**config.mk**
```make
export PLATFORM = sky130hd
export DESIGN_NAME = quire_normalizer
export DESIGN_NICKNAME = d
export VERILOG_FILES = /design/src/rtl/quire_normalizer_pkg.sv /design/src/rtl/quire_normalizer_leading_one_detector.sv /design/src/rtl/quire_normalizer.sv
export SDC_FILE = /design/constraint.sdc
export NUM_CORES = 1
export LEC_CHECK = 0
export CORE_AREA = 3 3 168 170
export DETAILED_ROUTE_END_ITERATION = 8
export DIE_AREA = 0 0 171 173
export SLEW_MARGIN = 0
export SYNTH_ARGS = -nofsm -noshare
export SYNTH_HDL_FRONTEND = slang
export SYNTH_SLANG_ARGS = --single-unit
```
**constraint.sdc**
```tcl
create_clock -name clk -period 5.3 [get_ports clk]
set_input_delay 1.06 -clock clk [delete_from_list [all_inputs] [get_ports clk]]
set_output_delay 1.06 -clock clk [all_outputs]
set_load 0.01 [all_outputs]
```
**src/rtl/quire_normalizer_pkg.sv**
```systemverilog
// Shared quire geometry helpers: quire width, 2^0 bit position, fraction and
// scale widths. These are also used by the accumulator and posit encoder.
package quire_normalizer_pkg;

   // Total quire width: 2^(es+2)*(n-2) dynamic-range bits, a sign bit and the carry guard.
   function automatic int quire_size_f(input int posit_width, input int es, input int log_nb_accum);
      return ((32'sd1 <<< (es + 32'sd2)) * (posit_width - 32'sd2)) + 32'sd1 + log_nb_accum;
   endfunction

   // Index of the quire bit carrying weight 2^0.
   function automatic int bpp_f(input int posit_width, input int es);
      return ((32'sd1 <<< (es + 32'sd2)) * (posit_width - 32'sd2)) / 32'sd2;
   endfunction

   // Fraction bits available below the hidden one in the narrowest posit regime.
   function automatic int frac_w_f(input int posit_width, input int es);
      return posit_width - es - 32'sd3;
   endfunction

   // Signed scale width: enough for any bit position of the quire, plus a sign.
   function automatic int scale_w_f(input int quire_size);
      return $clog2(quire_size) + 32'sd1;
   endfunction

endpackage

```
**src/rtl/quire_normalizer_leading_one_detector.sv**
```systemverilog
// Combinational priority encoder: position of the most significant set bit.
module leading_one_detector #(
   parameter  int WIDTH = 40,
   localparam int POS_W = (WIDTH > 1) ? $clog2(WIDTH) : 1
) (
   input  logic [WIDTH-1:0] vec,
   output logic [POS_W-1:0] pos,
   output logic             valid
);

   // Scan upward so the highest set bit is the last one to win.
   always_comb begin
      pos   = '0;
      valid = 1'b0;
      for (int i = 0; i < WIDTH; i++) begin
         if (vec[i]) begin
            pos   = POS_W'(i);
            valid = 1'b1;
         end else begin
            pos   = pos;
            valid = valid;
         end
      end
   end

endmodule

```
**src/rtl/quire_normalizer.sv**
```systemverilog
// Quire to sign/scale/fraction converter with guard and sticky bits.
// Three register stages (abs value, leading-one, normalise) behind a one-entry
// skid latch; the whole pipe stalls when the output is held by downstream.
module quire_normalizer
   import quire_normalizer_pkg::*;
#(
   parameter  int POSIT_WIDTH  = 8,
   parameter  int POSIT_ES     = 0,
   parameter  int LOG_NB_ACCUM = 15,
   localparam int QUIRE_SIZE   = quire_size_f(POSIT_WIDTH, POSIT_ES, LOG_NB_ACCUM),
   localparam int BPP          = bpp_f(POSIT_WIDTH, POSIT_ES),
   localparam int FRAC_W       = frac_w_f(POSIT_WIDTH, POSIT_ES),
   localparam int SCALE_W      = scale_w_f(QUIRE_SIZE)
) (
   input  logic                      clk,
   input  logic                      rst,
   output logic                      rtr_o,
   input  logic                      rts_i,
   input  logic                      sow_i,
   input  logic                      eow_i,
   input  logic [QUIRE_SIZE-1:0]     data_i,
   input  logic                      NaR_i,
   input  logic                      zero_i,
   input  logic                      rtr_i,
   output logic                      rts_o,
   output logic                      sow_o,
   output logic                      eow_o,
   output logic                      sign_o,
   output logic signed [SCALE_W-1:0] scale_o,
   output logic [FRAC_W-1:0]         fraction_o,
   output logic                      guard_o,
   output logic                      sticky_o,
   output logic                      zero_o,
   output logic                      NaR_o
);

   localparam int POS_W = $clog2(QUIRE_SIZE);

   typedef struct packed {
      logic [QUIRE_SIZE-1:0] data;
      logic                  nar;
      logic                  zero;
      logic                  sow;
      logic                  eow;
   } beat_t;

   logic                  process_en_s;
   logic                  receive_en_s;

   logic                  skid_valid_r;
   beat_t                 skid_r;

   beat_t                 in_beat_s;
   logic                  in_valid_s;
   logic                  in_sign_s;
   logic [QUIRE_SIZE-1:0] in_mag_s;
   logic                  in_zero_s;

   logic                  s1_valid_r, s1_sign_r, s1_nar_r, s1_zero_r, s1_sow_r, s1_eow_r;
   logic [QUIRE_SIZE-1:0] s1_mag_r;

   logic [POS_W-1:0]      lod_pos_s;
   logic                  lod_valid_s;

   logic                  s2_valid_r, s2_sign_r, s2_nar_r, s2_zero_r, s2_sow_r, s2_eow_r;
   logic [QUIRE_SIZE-1:0] s2_mag_r;
   logic [POS_W-1:0]      s2_pos_r;

   logic [POS_W-1:0]      shift_s;
   logic [QUIRE_SIZE-1:0] norm_s;
   logic [SCALE_W-1:0]    scale_s;

   assign process_en_s = rtr_i | ~rts_o;
   assign receive_en_s = rts_i & rtr_o;

   // Ready is the previous cycle's advance decision, so it never loops back combinationally.
   always_ff @(posedge clk) begin
      if (rst) rtr_o <= 1'b0;
      else     rtr_o <= process_en_s;
   end

   // Skid latch catches the one beat accepted in the cycle the pipe first stalls.
   always_ff @(posedge clk) begin
      if (rst) begin
         skid_valid_r <= 1'b0;
         skid_r       <= '0;
      end else if (process_en_s) begin
         skid_valid_r <= 1'b0;
      end else if (receive_en_s) begin
         skid_valid_r <= 1'b1;
         skid_r       <= '{data: data_i, nar: NaR_i, zero: zero_i, sow: sow_i, eow: eow_i};
      end
   end

   // Input mux (latched beat first) and two's-complement magnitude.
   always_comb begin
      in_beat_s  = '{data: data_i, nar: NaR_i, zero: zero_i, sow: sow_i, eow: eow_i};
      in_valid_s = receive_en_s;
      if (skid_valid_r) begin
         in_beat_s  = skid_r;
         in_valid_s = 1'b1;
      end else begin
         in_beat_s  = in_beat_s;
         in_valid_s = in_valid_s;
      end
      in_sign_s = in_beat_s.data[QUIRE_SIZE-1];
      // Most negative quire negates to 2^(QUIRE_SIZE-1), still exact as unsigned.
      in_mag_s  = in_sign_s ? (~in_beat_s.data + QUIRE_SIZE'(1'b1)) : in_beat_s.data;
      in_zero_s = in_beat_s.zero | ~|in_beat_s.data;
   end

   // Stage 1: sign, magnitude and flags.
   always_ff @(posedge clk) begin
      if (rst) begin
         s1_valid_r <= 1'b0;
         s1_sign_r  <= 1'b0;
         s1_mag_r   <= '0;
         s1_nar_r   <= 1'b0;
         s1_zero_r  <= 1'b0;
         s1_sow_r   <= 1'b0;
         s1_eow_r   <= 1'b0;
      end else if (process_en_s) begin
         s1_valid_r <= in_valid_s;
         s1_sign_r  <= in_sign_s;
         s1_mag_r   <= in_mag_s;
         s1_nar_r   <= in_beat_s.nar;
         s1_zero_r  <= in_zero_s;
         s1_sow_r   <= in_beat_s.sow;
         s1_eow_r   <= in_beat_s.eow;
      end
   end

   leading_one_detector #(.WIDTH(QUIRE_SIZE)) u_lod (
      .vec   (s1_mag_r),
      .pos   (lod_pos_s),
      .valid (lod_valid_s)
   );

   // Stage 2: register the leading-one position next to the magnitude.
   always_ff @(posedge clk) begin
      if (rst) begin
         s2_valid_r <= 1'b0;
         s2_sign_r  <= 1'b0;
         s2_mag_r   <= '0;
         s2_pos_r   <= '0;
         s2_nar_r   <= 1'b0;
         s2_zero_r  <= 1'b0;
         s2_sow_r   <= 1'b0;
         s2_eow_r   <= 1'b0;
      end else if (process_en_s) begin
         s2_valid_r <= s1_valid_r;
         s2_sign_r  <= s1_sign_r;
         s2_mag_r   <= s1_mag_r;
         s2_pos_r   <= lod_pos_s;
         s2_nar_r   <= s1_nar_r;
         s2_zero_r  <= s1_zero_r | ~lod_valid_s;
         s2_sow_r   <= s1_sow_r;
         s2_eow_r   <= s1_eow_r;
      end
   end

   // Normalise so the hidden one lands on the MSB; shifted-in low bits are zero.
   always_comb begin
      shift_s = POS_W'(QUIRE_SIZE - 1) - s2_pos_r;
      norm_s  = s2_mag_r << shift_s;
      scale_s = SCALE_W'({1'b0, s2_pos_r}) - SCALE_W'(BPP);
   end

   // Stage 3: registered outputs with NaR taking priority over zero.
   always_ff @(posedge clk) begin
      if (rst) begin
         rts_o      <= 1'b0;
         sow_o      <= 1'b0;
         eow_o      <= 1'b0;
         sign_o     <= 1'b0;
         scale_o    <= '0;
         fraction_o <= '0;
         guard_o    <= 1'b0;
         sticky_o   <= 1'b0;
         zero_o     <= 1'b0;
         NaR_o      <= 1'b0;
      end else if (process_en_s) begin
         rts_o <= s2_valid_r;
         sow_o <= s2_sow_r;
         eow_o <= s2_eow_r;
         if (s2_nar_r || s2_zero_r) begin
            sign_o     <= 1'b0;
            scale_o    <= '0;
            fraction_o <= '0;
            guard_o    <= 1'b0;
            sticky_o   <= 1'b0;
            zero_o     <= ~s2_nar_r;
            NaR_o      <= s2_nar_r;
         end else begin
            sign_o     <= s2_sign_r;
            scale_o    <= scale_s;
            fraction_o <= norm_s[QUIRE_SIZE-2 -: FRAC_W];
            guard_o    <= norm_s[QUIRE_SIZE-2-FRAC_W];
            sticky_o   <= |norm_s[QUIRE_SIZE-3-FRAC_W:0];
            zero_o     <= 1'b0;
            NaR_o      <= 1'b0;
         end
      end
   end

endmodule

```
Yosys cells after proc, flatten, opt, wreduce, memory -nomap -nowiden. Cells that the tools add are included.

Add/subtract/negate cells: 3. $mul: 0. Div/mod/pow operators: 0. Magnitude comparators: 0. Equality and inequality tests: 0. Shift-type cells: 1. Multiplexer cells: 89. Bitwise logic cells: 9. Reduce and logical (&&, ||, !) cells: 6.

Operators with widths (number): 2-to-1 mux 5 bit (17); 2-to-1 mux 6 bit (8); 2-to-1 mux 1 bit (47); 2-to-1 mux 44 bit (1); adder 40 x 1 -> 40 bit (second input constant) (1); 2-to-1 mux 40 bit (1); NOT 40 bit (1); OR reduction 40 bit (1); << shifter 40 x 6 -> 39 bit (1); OR reduction 33 bit (1); 2-to-1 mux 4 bit (8); 2-to-1 mux 3 bit (4); 2-to-1 mux 7 bit (1); subtractor 6 x 4 -> 7 bit (second input constant) (1); subtractor 6 bit (first input constant) (1); 2-to-1 mux 2 bit (2); NOT 1 bit (4); bitwise OR 1 bit (3); AND reduction 2 bit (1); OR reduction 2 bit (1); AND 1 bit (1); logical NOT 1 bit (1); logical OR 1 bit (1).

Register bits: 164. Bits in latches: 0. Memory bits (writable): 0. Bits in read-only memories: 0. Bits of input ports: 48. Output and inout port bits: 21. Word-level logic and storage cells: 140. Memories: 0.

Logic depth before layout (Yosys ltp).
Word-level depth: 42. Mapped depth: 15.

By module. A second synthesis with hierarchy kept.

Cell total of the unflattened synthesis: 1075. Area total of the unflattened synthesis: 9325.2 µm².

Modules (own cells, without submodules): quire_normalizer (times used 1, cells each 998, area an instance 8877.3 µm², sequential area each 3263.1 µm²); leading_one_detector (times used 1, cells each 77, area an instance 447.9 µm², sequential area each 0.0 µm²).

Worst setup path before layout. No wires, ideal clock.

Kind: register -> register. Start point: register skid_valid_r. End point: register s1_mag_r[34]. Setup time: 0.131 ns. Arrival: 3.291 ns. Required time: 5.169 ns. Slack: 1.878 ns. Stages on the path, launching flop included: 16. Buffers on the path: 7. Period minus slack after synthesis: 3.422 ns. Cell sequence: dfxtp_1 -> buf_6 -> buf_6 -> buf_2 -> buf_2 -> buf_4 -> buf_4 -> mux2i_1 -> ha_1 -> nand3_1 -> or4b_1 -> buf_2 -> nor4_4 -> a21oi_1 -> xor2_1 -> o22ai_2.

Cells in the longest elaborated chain, start to end: 4.

RTL lines: from (decl) (RTL line quire_normalizer.sv:50) `logic skid_valid_r;`; from (signal assigned) (RTL line quire_normalizer.sv:85) `skid_valid_r <= 1'b0;`; from (signal assigned) (RTL line quire_normalizer.sv:88) `skid_valid_r <= 1'b0;`; from (signal assigned) (RTL line quire_normalizer.sv:90) `skid_valid_r <= 1'b1;`; 2-to-1 mux 44 bit (*) (RTL line quire_normalizer.sv:99) `if (skid_valid_r) begin`; NOT 40 bit (RTL line quire_normalizer.sv:108) `in_mag_s = in_sign_s ? (~in_beat_s.data + QUIRE_SIZE'(1'b1)) : in_beat_s.data;`; adder 40 x 1 -> 40 bit (RTL line quire_normalizer.sv:108); 2-to-1 mux 40 bit (*) (RTL line quire_normalizer.sv:108); to (signal assigned) (RTL line quire_normalizer.sv:125) `s1_mag_r <= in_mag_s;`; to (decl) (RTL line quire_normalizer.sv:60) `logic [QUIRE_SIZE-1:0] s1_mag_r;`.

Mark *: on every way between the ends. The rest lies on a longest branch, timed or not. A chain may end at the register's enable or synchronous reset.

Final worst setup path.
Start point: input data_i[1]. End point: register s1_mag_r[34].

Cells in the longest elaborated chain, start to end: 4.

RTL lines: from (decl) (RTL line quire_normalizer.sv:21) `input logic [QUIRE_SIZE-1:0] data_i,`; 2-to-1 mux 44 bit (RTL line quire_normalizer.sv:99); NOT 40 bit (RTL line quire_normalizer.sv:108); adder 40 x 1 -> 40 bit (RTL line quire_normalizer.sv:108); 2-to-1 mux 40 bit (RTL line quire_normalizer.sv:108).

No other way between the ends.

==> report_table.html <==
<table>
<tr><th>Metric</th><th>Value</th></tr>
<tr><th colspan="2">Status</th></tr>
<tr><td>Status</td><td>completed</td></tr>
<tr><th colspan="2">Detailed routing</th></tr>
<tr><td>Average wire per cell in the routed design</td><td>16.01 um</td></tr>
<tr><td>Post-detailed-route DRC marker count</td><td>0</td></tr>
<tr><td>Starting DRT DRC Count</td><td>554</td></tr>
<tr><td>Total detailed-routing wirelength</td><td>23.50 mm</td></tr>
<tr><td>Detail Route Antenna Nets</td><td>0</td></tr>
<tr><td>Post-DR vias/cell</td><td>5.324</td></tr>
<tr><td>Detailed-route via count</td><td>7816</td></tr>
<tr><td>First-pass iteration count of the detailed router</td><td>5</td></tr>
<tr><th colspan="2">Die</th></tr>
<tr><td>Std-Cell Rows</td><td>60</td></tr>
<tr><td>Die width</td><td>171 um</td></tr>
<tr><td>Height of the die</td><td>173 um</td></tr>
<tr><td>Placeable core region</td><td>26880 sq um</td></tr>
<tr><td>Die area</td><td>29580 sq um</td></tr>
<tr><td>Number of top-level pins</td><td>69</td></tr>
<tr><td>Initial Util</td><td>33.98%</td></tr>
<tr><th colspan="2">Clocking</th></tr>
<tr><td>CTS H-Tree Depth</td><td>4</td></tr>
<tr><td>Number of buffers between clock root and the deepest sink</td><td>2</td></tr>
<tr><td>Quantity of gates resized following cts</td><td>0</td></tr>
<tr><td>Number of setup buffers added after CTS</td><td>0</td></tr>
<tr><td>Number of sinks on the clock net</td><td>163</td></tr>
<tr><td>Post-CTS clock slew at the launch and capture registers of the worst setup and hold paths</td><td>0.08 ns</td></tr>
<tr><td>Number of clock buffers inserted by TritonCTS</td><td>17</td></tr>
<tr><td>Total of hold buffers inserted after clock tree synthesis</td><td>0</td></tr>
<tr><td>Buffer cell driving the clock tree root</td><td>clkbuf_16</td></tr>
<tr><td>CTS tree</td><td>built</td></tr>
<tr><td>Worst-skew pair later-pin latency</td><td>0.43 ns</td></tr>
<tr><th colspan="2">Global route</th></tr>
<tr><td>Number of antenna violations at the first check in global routing</td><td>0</td></tr>
<tr><td>Number of global-route vias before repair</td><td>7393</td></tr>
<tr><td>Wire length of the first global-routing pass</td><td>39.13 mm</td></tr>
<tr><td>Global-route usage over all layers</td><td>15.91%</td></tr>
<tr><td>Maximum number of pins on one net before global-route repair</td><td>58</td></tr>
<tr><td>Total congestion overflow</td><td>0</td></tr>
<tr><th colspan="2">Power and ir drop</th></tr>
<tr><td>Pleak</td><td>3.631 nW</td></tr>
<tr><td>Power density over cell area</td><td>303.4 nW/um^2</td></tr>
<tr><td>Highest ir drop seen on vdd</td><td>225.9 uV</td></tr>
<tr><th colspan="2">Placement</th></tr>
<tr><td>Dpl hpwl</td><td>17.41 mm</td></tr>
<tr><td>Number of port buffers</td><td>68</td></tr>
<tr><td>Global placement routability congestion</td><td>0.9053</td></tr>
<tr><th colspan="2">Yosys</th></tr>
<tr><td>Count of state elements after synthesis</td><td>163</td></tr>
<tr><td>Synthesized instance count</td><td>1089</td></tr>
<tr><td>Post-Syn Area</td><td>9133 sq um</td></tr>
<tr><td>Number of distinct standard cells referenced by the synthesized netlist</td><td>71</td></tr>
<tr><td>Post-synthesis average cell area</td><td>8.386 sq um</td></tr>
<tr><td>Yosys warning count</td><td>0</td></tr>
<tr><td>EDFF count, synth</td><td>0</td></tr>
<tr><td>Synthesized net count</td><td>1141</td></tr>
<tr><td>Dominant register cell in the synthesized netlist</td><td>dfxtp_1</td></tr>
<tr><td>Share of flip-flops with an asynchronous set or reset</td><td>0%</td></tr>
<tr><td>Portion of the post-synthesis area used by sequential elements</td><td>35.73%</td></tr>
<tr><th colspan="2">Worst hold path</th></tr>
<tr><td>Hold Crit Endpoint</td><td>skid_r[37]$_SDFFE_PP0P_</td></tr>
<tr><td>Hold Path Class</td><td>flip-flop to flip-flop</td></tr>
<tr><td>Count of cells along the worst hold path</td><td>2</td></tr>
<tr><td>Worst hold path startpoint</td><td>skid_r[37]$_SDFFE_PP0P_</td></tr>
<tr><th colspan="2">Setup path</th></tr>
<tr><td>Path depth of the worst reg2reg path</td><td>8</td></tr>
<tr><td>Type of the worst setup path</td><td>input pin to flip-flop</td></tr>
<tr><td>Delay of the slowest cell on the worst path</td><td>0.71 ns</td></tr>
<tr><td>Reg-to-Reg End</td><td>s1_mag_r[34]$_SDFFE_PP0N_</td></tr>
<tr><td>Maximum fanout encountered on the critical timing path</td><td>7</td></tr>
<tr><td>Category of cells accounting for the largest share of critical-path delay</td><td>simple AND/OR/NAND/NOR gates</td></tr>
<tr><td>Worst-path cell with the longest stage delay</td><td>or4b_1</td></tr>
<tr><td>Data required time of the worst path</td><td>5.60 ns</td></tr>
<tr><td>Cell-by-cell trace of the critical path</td><td>clkdlybuf4s50_1 -&gt; mux2i_1 -&gt; ha_1 -&gt; nand3_1 -&gt; or4b_1 -&gt; nor4_4 -&gt; a21oi_1 -&gt; xor2_1 -&gt; o22ai_2</td></tr>
<tr><td>Sort of element at the end of the critical path</td><td>flip-flop</td></tr>
<tr><td>Category of the worst setup path launch point</td><td>input pin</td></tr>
<tr><td>Data arrival time of the worst path</td><td>3.53 ns</td></tr>
<tr><td>Startpoint of the worst register-to-register path</td><td>skid_valid_r$_SDFFE_PP0P_</td></tr>
<tr><td>Buffers &amp; Inverters on Critical Path</td><td>1</td></tr>
<tr><td>Worst R2R Setup Slack</td><td>2.16 ns</td></tr>
<tr><th colspan="2">STA</th></tr>
<tr><td>Shortest clock period the worst path allows after layout</td><td>3.227 ns</td></tr>
<tr><td>Number of pins exceeding their max-slew limit in the final report</td><td>0</td></tr>
<tr><td>Maximum clock rate</td><td>309.9 MHz</td></tr>
<tr><td>Sum Neg Setup Slack</td><td>0 ns</td></tr>
<tr><td>Tightest slew margin relative to the limit</td><td>36.67%</td></tr>
<tr><td>Number of hold violations in the final report</td><td>0</td></tr>
<tr><td>Share of the clock period used by the worst path</td><td>60.89%</td></tr>
<tr><td>RSZ-0062 raised after global routing</td><td>no</td></tr>
<tr><td>Setup skew after layout</td><td>0.01146 ns</td></tr>
<tr><td>Final setup violation count</td><td>0</td></tr>
<tr><td>Worst slack on hold paths</td><td>0.4544 ns</td></tr>
<tr><td>Worst Max-Slew Pin Slew</td><td>0.9500 ns</td></tr>
<tr><th colspan="2">Finish</th></tr>
<tr><td>Util after Layout</td><td>39.38%</td></tr>
<tr><td>Area taken by multi-input logic gates</td><td>5464 sq um</td></tr>
<tr><td>Number of inserted filler cells in the final layout</td><td>2748</td></tr>
<tr><td>Fraction of layout cells with a size suffix above 1</td><td>9.849%</td></tr>
<tr><td>Post-layout nets</td><td>1166</td></tr>
<tr><td>Area added between synthesis and finish</td><td>15.89%</td></tr>
<tr><td>Flip-flop and latch area</td><td>3271 sq um</td></tr>
<tr><td>Ant. Diodes</td><td>0</td></tr>
<tr><th colspan="2">Run</th></tr>
<tr><td>Max-capacitance violation count</td><td>0</td></tr>
</table>
## flip-flops by register name (all words and copies together), names as in the netlist, 5 cells and up
register and count:
fraction_o 5, s2_mag_r 39, scale_o 7, skid_r 44, s1_mag_r 40, s2_pos_r 6
## layer usage
| metal | wire length [um] | global-route usage [%] | vias up |
|---|---|---|---|
| met5 | 0 | 0 | - |
| met4 | 527 | 4.863 | 0 |
| met3 | 716 | 2.629 | 40 |
| met1 | 11690 | 22.57 | 3633 |
| met2 | 10570 | 24.80 | 156 |
| li1 | - | - | 3987 |
## placed cells by master, fill, tap and decap left out, drive strengths merged, types with 3 or more instances in the layout
cell             n
clkinv           6
o211ai           9
nor2b            9
ha               4
o22ai           12
clkdlybuf4s50   67
o41ai            3
xor2            28
nand2          203
clkbuf          17
and2             6
nand4            3
a221o            3
o221ai           4
nor3b           10
nor4            12
o31ai            5
o21bai           4
and3             8
xnor2           13
nand3           11
nor3            26
a211oi           6
a21oi           95
a31oi           10
mux2i           66
buf             15
inv             21
or2              4
mux4            24
o21ai           85
mux2            14
a22o            46
dfxtp          163
nor2            73
nand2b          11
a22oi            7
## per-stage QoR
stage | std cells | power, W | setup slack [ns] | cell area [sq um]
detailed placement | 1436 | 0.002023 | 1.628 | 9995
global route | 1468 | 0.003366 | 1.920 | 10580
finish | 1468 | 0.003211 | 2.073 | 10580
CTS | 1468 | 0.003236 | 2.092 | 10580
floorplan | 1089 | 0.001831 | 1.878 | 9133
global placement | 1436 | 0.002018 | 1.670 | 9995
## cells in the mapped netlist (all sizes together) (6+ instances only)
cell type	n	area share, %
o21ai	85	4.7
a211oi	6	0.49
a22oi	7	0.58
and3	8	0.55
nand2b	11	0.75
a21oi	95	5.2
buf	32	2.2
nand3	11	0.60
o211ai	9	0.79
nor3	26	1.5
nor3b	10	1.0
o22ai	12	0.89
mux2i	66	7.3
nor4	12	1.2
a31oi	10	0.69
xnor2	13	1.2
nor2	73	3.0
inv	13	0.53
dfxtp	163	36
mux4	24	5.9
a22o	46	4.4
nand2	203	8.3
clkbuf	44	1.8
xor2	28	2.7
and2	6	0.41
nor2b	9	0.62
mux2	14	1.7
## how the worst max path moves through the flow
stage                                         start                         to  cells after the start
final                                     data_i[1]  s1_mag_r[34]$_SDFFE_PP0N_                      9
after global routing                      data_i[1]  s1_mag_r[34]$_SDFFE_PP0N_                      9
after CTS                                 data_i[1]  s1_mag_r[34]$_SDFFE_PP0N_                      9
after detailed placement                  data_i[1]  s1_mag_r[34]$_SDFFE_PP0N_                      9
after global placement                    data_i[1]  s1_mag_r[34]$_SDFFE_PP0N_                      9
after floorplan           skid_valid_r$_SDFFE_PP0P_  s1_mag_r[34]$_SDFFE_PP0N_                     15
## logic make-up (layout without fill, tap and decap cells)
family,Yosys count,in the layout,synth area share (%)
buffers and inverters,90,128,4.590
flip-flops,163,163,35.73
adder cells (fa/ha/maj),4,4,0.5480
AO/OA/AOI/OAI,301,301,20.77
XOR/XNOR,41,41,3.932
multiplexers,104,104,14.96
AND/OR/NAND/NOR,386,386,19.47
## area by class of cell
| class | instances | area share [%] |
|---|---|---|
| Sequential cell | 163 | 30.90 |
| Clock buffer | 17 | 4.019 |
| Inverter | 14 | 0.4965 |
| Clock inverter | 15 | 1.549 |
| Tap cell | 341 | 4.031 |
| Multi-Input combinational cell | 836 | 51.63 |
| Timing Repair Buffer | 82 | 7.377 |
## power by group
group | total (W) | switching [W] | internal, W
clock | 0.00122 | 0.000584 | 0.000633
sequential | 0.00138 | 0.0000908 | 0.00129
combinational | 0.000612 | 0.000325 | 0.000287
## worst min-delay path, cell delays in order, from the launching register on
cell     delay [ns]
dfxtp_1        0.31
nand2_1        0.05
a21oi_1        0.05
Note: power is estimated with default switching activity, not from simulation.
